[src/rtl/transmission8_scan.sv]
// Scan controller for the 8-lane transmission stage: drives a word and a channel select,
// then samples the selected lane on each channel to rebuild the delivered word.
module transmission8_scan #(
    parameter int unsigned DWELL = 1
) (
    input  logic       clk,
    input  logic       rst_n,
    input  logic       start_i,
    input  logic [7:0] load_data_i,
    output logic [7:0] tx_data_o,
    output logic       sel_a_o,
    output logic       sel_b_o,
    output logic       sel_c_o,
    input  logic [7:0] rx_data_i,
    output logic       busy_o,
    output logic       done_o,
    output logic [7:0] rx_word_o,
    output logic       match_o,
    output logic       err_o
);

    localparam int unsigned DwellW = $clog2(DWELL + 1);
    localparam logic [DwellW-1:0] DwellLast = DwellW'(DWELL - 1);

    typedef enum logic [1:0] {StIdle, StScan, StDone} state_e;

    state_e            state_q, state_d;
    logic [2:0]        ch_q, ch_d;
    logic [DwellW-1:0] dwell_q, dwell_d;
    logic [7:0]        tx_q, tx_d;
    logic [7:0]        rx_word_q, rx_word_d;
    logic              match_q, match_d;
    logic              err_q, err_d;
    logic [7:0]        ch_onehot;

    assign ch_onehot = 8'd1 << ch_q;

    always_comb begin
        state_d   = state_q;
        ch_d      = ch_q;
        dwell_d   = dwell_q;
        tx_d      = tx_q;
        rx_word_d = rx_word_q;
        match_d   = match_q;
        err_d     = err_q;
        unique case (state_q)
            StIdle: begin
                if (start_i) begin
                    tx_d      = load_data_i;
                    ch_d      = 3'd0;
                    dwell_d   = '0;
                    rx_word_d = 8'h00;
                    err_d     = 1'b0;
                    state_d   = StScan;
                end
            end
            StScan: begin
                if (dwell_q == DwellLast) begin
                    rx_word_d[ch_q] = rx_data_i[ch_q];
                    // Unselected lanes must idle high; any low one is an integrity fault.
                    if ((rx_data_i | ch_onehot) != 8'hFF) begin
                        err_d = 1'b1;
                    end
                    ch_d    = ch_q + 3'd1;
                    dwell_d = '0;
                    if (ch_q == 3'd7) begin
                        match_d = (rx_word_d == tx_q);
                        state_d = StDone;
                    end
                end else begin
                    dwell_d = dwell_q + DwellW'(1);
                end
            end
            StDone: begin
                state_d = StIdle;
            end
            default: begin
                state_d = StIdle;
            end
        endcase
    end

    always_ff @(posedge clk or negedge rst_n) begin
        if (!rst_n) begin
            state_q   <= StIdle;
            ch_q      <= 3'd0;
            dwell_q   <= '0;
            tx_q      <= 8'h00;
            rx_word_q <= 8'h00;
            match_q   <= 1'b0;
            err_q     <= 1'b0;
        end else begin
            state_q   <= state_d;
            ch_q      <= ch_d;
            dwell_q   <= dwell_d;
            tx_q      <= tx_d;
            rx_word_q <= rx_word_d;
            match_q   <= match_d;
            err_q     <= err_d;
        end
    end

    assign tx_data_o = tx_q;
    assign sel_a_o   = ch_q[2];
    assign sel_b_o   = ch_q[1];
    assign sel_c_o   = ch_q[0];
    assign busy_o    = (state_q == StScan);
    assign done_o    = (state_q == StDone);
    assign rx_word_o = rx_word_q;
    assign match_o   = match_q;
    assign err_o     = err_q;

endmodule

[config.mk]
export PLATFORM = sky130hd
export DESIGN_NAME = transmission8_scan
export DESIGN_NICKNAME = d
export VERILOG_FILES = /design/src/rtl/transmission8_scan.sv
export SDC_FILE = /design/constraint.sdc
export NUM_CORES = 1
export LEC_CHECK = 0
export ABC_AREA = 1
export CAP_MARGIN = 20
export CORE_UTILIZATION = 45
export CTS_CLUSTER_SIZE = 20
export DETAILED_ROUTE_END_ITERATION = 8
export HOLD_SLACK_MARGIN = 0.1
export PLACE_DENSITY = 0.76
export SLEW_MARGIN = 20
export SYNTH_ARGS = -nofsm -noshare
export SYNTH_HDL_FRONTEND = slang
export SYNTH_SLANG_ARGS = --single-unit
[constraint.sdc]
create_clock -name clk -period 4 [get_ports clk]
set_input_delay 0.6 -clock clk [delete_from_list [all_inputs] [get_ports clk]]
set_output_delay 0.6 -clock clk [all_outputs]
set_load 0.01 [all_outputs]
# [Word level (Yosys, flattened, before mapping)]
# Cells that the tools add are included.
# W data, S select, Z words.
[classes] add_sub_neg=2 div_mod_pow=0 mux=21 shifts=1 reduce_logical=9 n_eq_ne=9 multipliers=0 order_cmp=2 bitwise_logic=2
[ops] cell="$mux W8" n=2
[ops] cell="$pmux W8 S2" n=1
[ops] cell="$reduce_and A3 Y1" n=3
[ops] cell="$bwmux W8" n=1
[ops] cell="$eq A8 B8 Y1" n=1
[ops] cell="$ne A8 B8 Y1 const B" n=1
[ops] cell="$or A8 B8 Y8" n=1
[ops] cell="$shl A1 B3 Y8 const A" n=1
[ops] cell="$mux W1" n=6
[ops] cell="$mux W2" n=3
[ops] cell="$mux W3" n=2
[ops] cell="$pmux W3 S2" n=1
[ops] cell="$lt A3 B4 Y1 const B" n=1
[ops] cell="$ne A2 B1 Y1 const B" n=2
[ops] cell="$ne A2 B2 Y1 const B" n=2
[ops] cell="$pmux W1 S2" n=2
[ops] cell="$pmux W2 S2" n=1
[ops] cell="$reduce_and A2 Y1" n=2
[ops] cell="$reduce_and A4 Y1" n=1
[ops] cell="$add A3 B1 Y3 const B" n=1
[ops] cell="$bmux W1 S3" n=1
[ops] cell="$demux W1 S3" n=1
[ops] cell="$eq A3 B3 Y1 const B" n=1
[ops] cell="$ge A3 B1 Y1 const B" n=1
[ops] cell="other kinds (7)" n=7
[word_totals] output_inout_bits=23 n_memories=0 latch_bits=0 regBits=24 ram_bits=0 romBits=0 inputBits=19 word_cells=53

# [Longest topological paths before layout]
[depth] word_depth=7 ltp_mapped=14 depth_no_buf=14

# [Worst setup path before layout]
# OpenSTA, ideal clock, no wires.
[synth_path] path_kind="input-to-reg" startpoint="input rx_data_i[6]" endpoint="register match_q, in the netlist match_o" t_arrival_ns=1.475 setup_slack_ns=2.459 setup_ns=0.066 path_buffers=0 stages=13 cell_sequence="inv_1 nand2_1 nand3_2 nand2_4 nor2_8 nand2_2 nand2_1 nand2_1 nand2_1 nand2_1 nor2_1 nand3_1 nand2_1"
[synth_via] elab_chain_cells=4
[synth_lines] item="start, declared" line="14" rtl="input logic [7:0] rx_data_i,"
[synth_lines] item="$bmux W1 S3" line="59" rtl="rx_word_d[ch_q] = rx_data_i[ch_q];"
[synth_lines] item="$mux W1 (not written as such)" line="59"
[synth_lines] item="$bwmux W8" line="59"
[synth_lines] item="$eq A8 B8 Y1" line="67" rtl="match_d = (rx_word_d == tx_q);"
[synth_lines] item="end signal, assigned" line="98" rtl="match_q <= match_d;"
[synth_lines] item="end, declared" line="32" rtl="logic match_q, match_d;"
# Every way passes these cells. The select of a mux whose other input is x is not followed.
# A chain may end at the register's enable or synchronous reset.

# [Final worst setup path]
[layout_path] startpoint="register state_q[1]" endpoint="output busy_o"
[layout_via] elab_chain_cells=1
[layout_lines] item="start, declared" line="27" rtl="state_e state_q, state_d;"
[layout_lines] item="start signal, assigned" line="85" rtl="state_q <= StIdle;"
[layout_lines] item="start signal, assigned" line="93" rtl="state_q <= state_d;"
[layout_lines] item="$eq A2 B1 Y1" line="107" rtl="assign busy_o = (state_q == StScan);"
[layout_lines] item="end, declared" line="15" rtl="output logic busy_o,"
# Every way passes these cells.

==> flow_metrics.tcl <==
set metrics [dict create \
    syn_area_per_cell_um2 7.13 \
    dr.pass1.iters 5 \
    required_ns 3.40 \
    synth_top_area_cell "dfrtp_1" \
    clkTransAtPathRegs_ns 0.12 \
    detail-route-antenna-nets 0 \
    cts_resized 0 \
    setup_viol 0 \
    rows 20 \
    fin_skew_ns 0.00619 \
    synth.distinct_cells 22 \
    dpl_cell_area_mm2 0.00190 \
    grt_max_degree 24 \
    io_pins 42 \
    gp_congestion 0.834 \
    globalRouteTotalUtil_pct 21.1 \
    maxSlewHeadroom_pct 66.2 \
    drcViolationCount 0 \
    insertion_delay_ns 0.31 \
    routed_wl_mm 3.18 \
    layout_common_cells "nand2_1, clkdlybuf4s50_1, inv_1" \
    syn_inst 203 \
    area_delta_synth_final_pct 32.8 \
    synth_fp_nets 228 \
    start_util_pct 47.4 \
    post_cts_buffers 0 \
    drt-initial-drc-count 52 \
    n_antenna_cell 0 \
    netlist.area_leader.share_pct 39.8 \
    cp-start-kind "flop" \
    cts_sinks 23 \
    syn_area_mm2 0.00145 \
    rsz0062_at_grt "no" \
    die_height_um 58.7 \
    clockPowerShare_pct 7.2 \
    hold_path_class "in -> async" \
    ys_ff_latch 23 \
    outcome "finished, final reports clean" \
    core_mm2 0.00305 \
    switching_share_pct 47.0 \
    vias_per_cell 4.85 \
    drt-wirelength-per-cell_um 11.0 \
    end_kind "primary output" \
    die-area_mm2 0.00345 \
    finalCritPeriodShare_pct 62.7 \
    worst_slew_pin_slew_ns 0.507 \
    max-cap-violations 0 \
    finalSetupTns_ns 0 \
    ys_warn_count 0 \
    p_total_mw 1.47 \
    vias 1407 \
    cts_tree "done" \
    p_int_mw 0.778 \
    mostFrequentLayoutCell "nand2_1" \
    p_leak_nw 0.979 \
    pwr-share-comb_pct 62.6 \
    crit_fanout 12 \
    cts_root_buf "clkbuf_4" \
    fin_nets 272 \
    grt_pass1_vias 1276 \
    peakVddDrop_mv 0.422 \
    maxSlewViolCount 0 \
    dp_hpwl_mm 2.42 \
    hold-worst-slack_ns 0.232 \
    portBuffers 41 \
    p_per_area_mw_per_mm2 764 \
    max-clock-path-buffers 2 \
    critPathArrivalTime_ns 1.91 \
    overflow 0 \
    synth_area_leaders "dfrtp_1, nand2_1, inv_1" \
    p_seq_share_pct 30.2 \
    antenna_found_initial 0 \
    path_class "reg -> out" \
    die_width_um 58.7 \
    fmax_mhz 399 \
    power.switching_mw 0.691 \
    hold_violations 0 \
    postCtsHoldBufs 0 \
    min_period_ns 2.51 \
    cts_made_buffers 3 \
    synth-seq-area-share_pct 39.8 \
    grt_pass1_wl_mm 5.58 \
    ctsHtreeMaxLevel 1 \
    final_area_mm2 0.00192 \
    drive_gt1_share_pct 7.72 \
]
## cells by family after synthesis
| logic type | share of synthesized area [%] |
|---|---|
| compound gates | 13.0 |
| simple gates | 31.5 |
| fa+ha+maj | 5.19 |
| buf+inv | 10.6 |
| flops | 39.8 |
## cell type report
cell class              instances  area, um2
clock buffers                   4       26.3
fillers                       282       1130
inverters                      36        135
multi-input cells             141        718
flip-flops and latches         23        576
well taps                      44       55.1
repair buffers                 42        413
## metal layers
| layer | up-vias | share of wire (%) | GRT usage [%] |
|---|---|---|---|
| met5 | - | 0 | 0 |
| met1 | 637 | 49 | 28.9 |
| met3 | 4 | 4.3 | 4.84 |
| met4 | 0 | 1.1 | 6.12 |
| li1 | 731 | - | - |
| met2 | 35 | 46 | 33.4 |
## per-stage QoR
stage / utilization [%] / worst slack [ns] / cells
floorplan: - / 2.46 / 203
global placement: 62.3 / 1.87 / 286
detailed placement: 62.3 / 1.84 / 286
CTS: 63.2 / 1.49 / 290
global route: 63.0 / 1.36 / 290
finish: 63.0 / 1.49 / 290
## state kept, by name (all words and copies together) (netlist names)
name	flops
tx_data_o	8
err_o	1
match_o	1
state_q	2
rx_word_o	8
ch_q	3
## worst paths after layout
kind	start	endpoint	slack, ns	cells past startpoint
setup / recovery	state_q[1]$_DFFE_PN0P_	busy_o	1.49	4
hold / removal	rst_n	ch_q[2]$_DFFE_PN0P_	0.23	1
setup reg to reg	ch_q[0]$_DFFE_PN0P_	match_o$_DFFE_PN0P_	1.98	14
hold reg to reg	err_o$_DFFE_PN0P_	err_o$_DFFE_PN0P_	0.52	2
max in group asynchronous	rst_n	rx_word_o[5]$_DFFE_PN0P_	3.41	1
min in group clk	err_o$_DFFE_PN0P_	err_o$_DFFE_PN0P_	0.52	2
## Yosys cell counts, drive strengths merged
master	number
nor4	1
nand2	72
ha	6
a21oi	5
nor2	16
o21ai	17
a31oi	1
a22o	2
buf	1
nand3	13
clkbuf	2
dfrtp	23
o22ai	8
inv	36
## power by group through the flow
| stage | Sequential, mW | Combinational (mW) | Clock (mW) |
|---|---|---|---|
| finish | 0.443 | 0.920 | 0.105 |
| global route | 0.457 | 1.04 | 0.118 |
| CTS | 0.441 | 0.928 | 0.110 |
| detailed placement | 0.447 | 0.922 | 0 |
| global placement | 0.446 | 0.917 | 0 |
| floorplan | 0.464 | 0.562 | 0 |
## critical path: stages (launching register included)
cell	delay [ns]
dfrtp_1	0.38
inv_1	0.08
nand2_1	0.27
inv_1	0.27
clkdlybuf4s50_1	0.58
No activity file was read; power rests on OpenSTA's default activity.
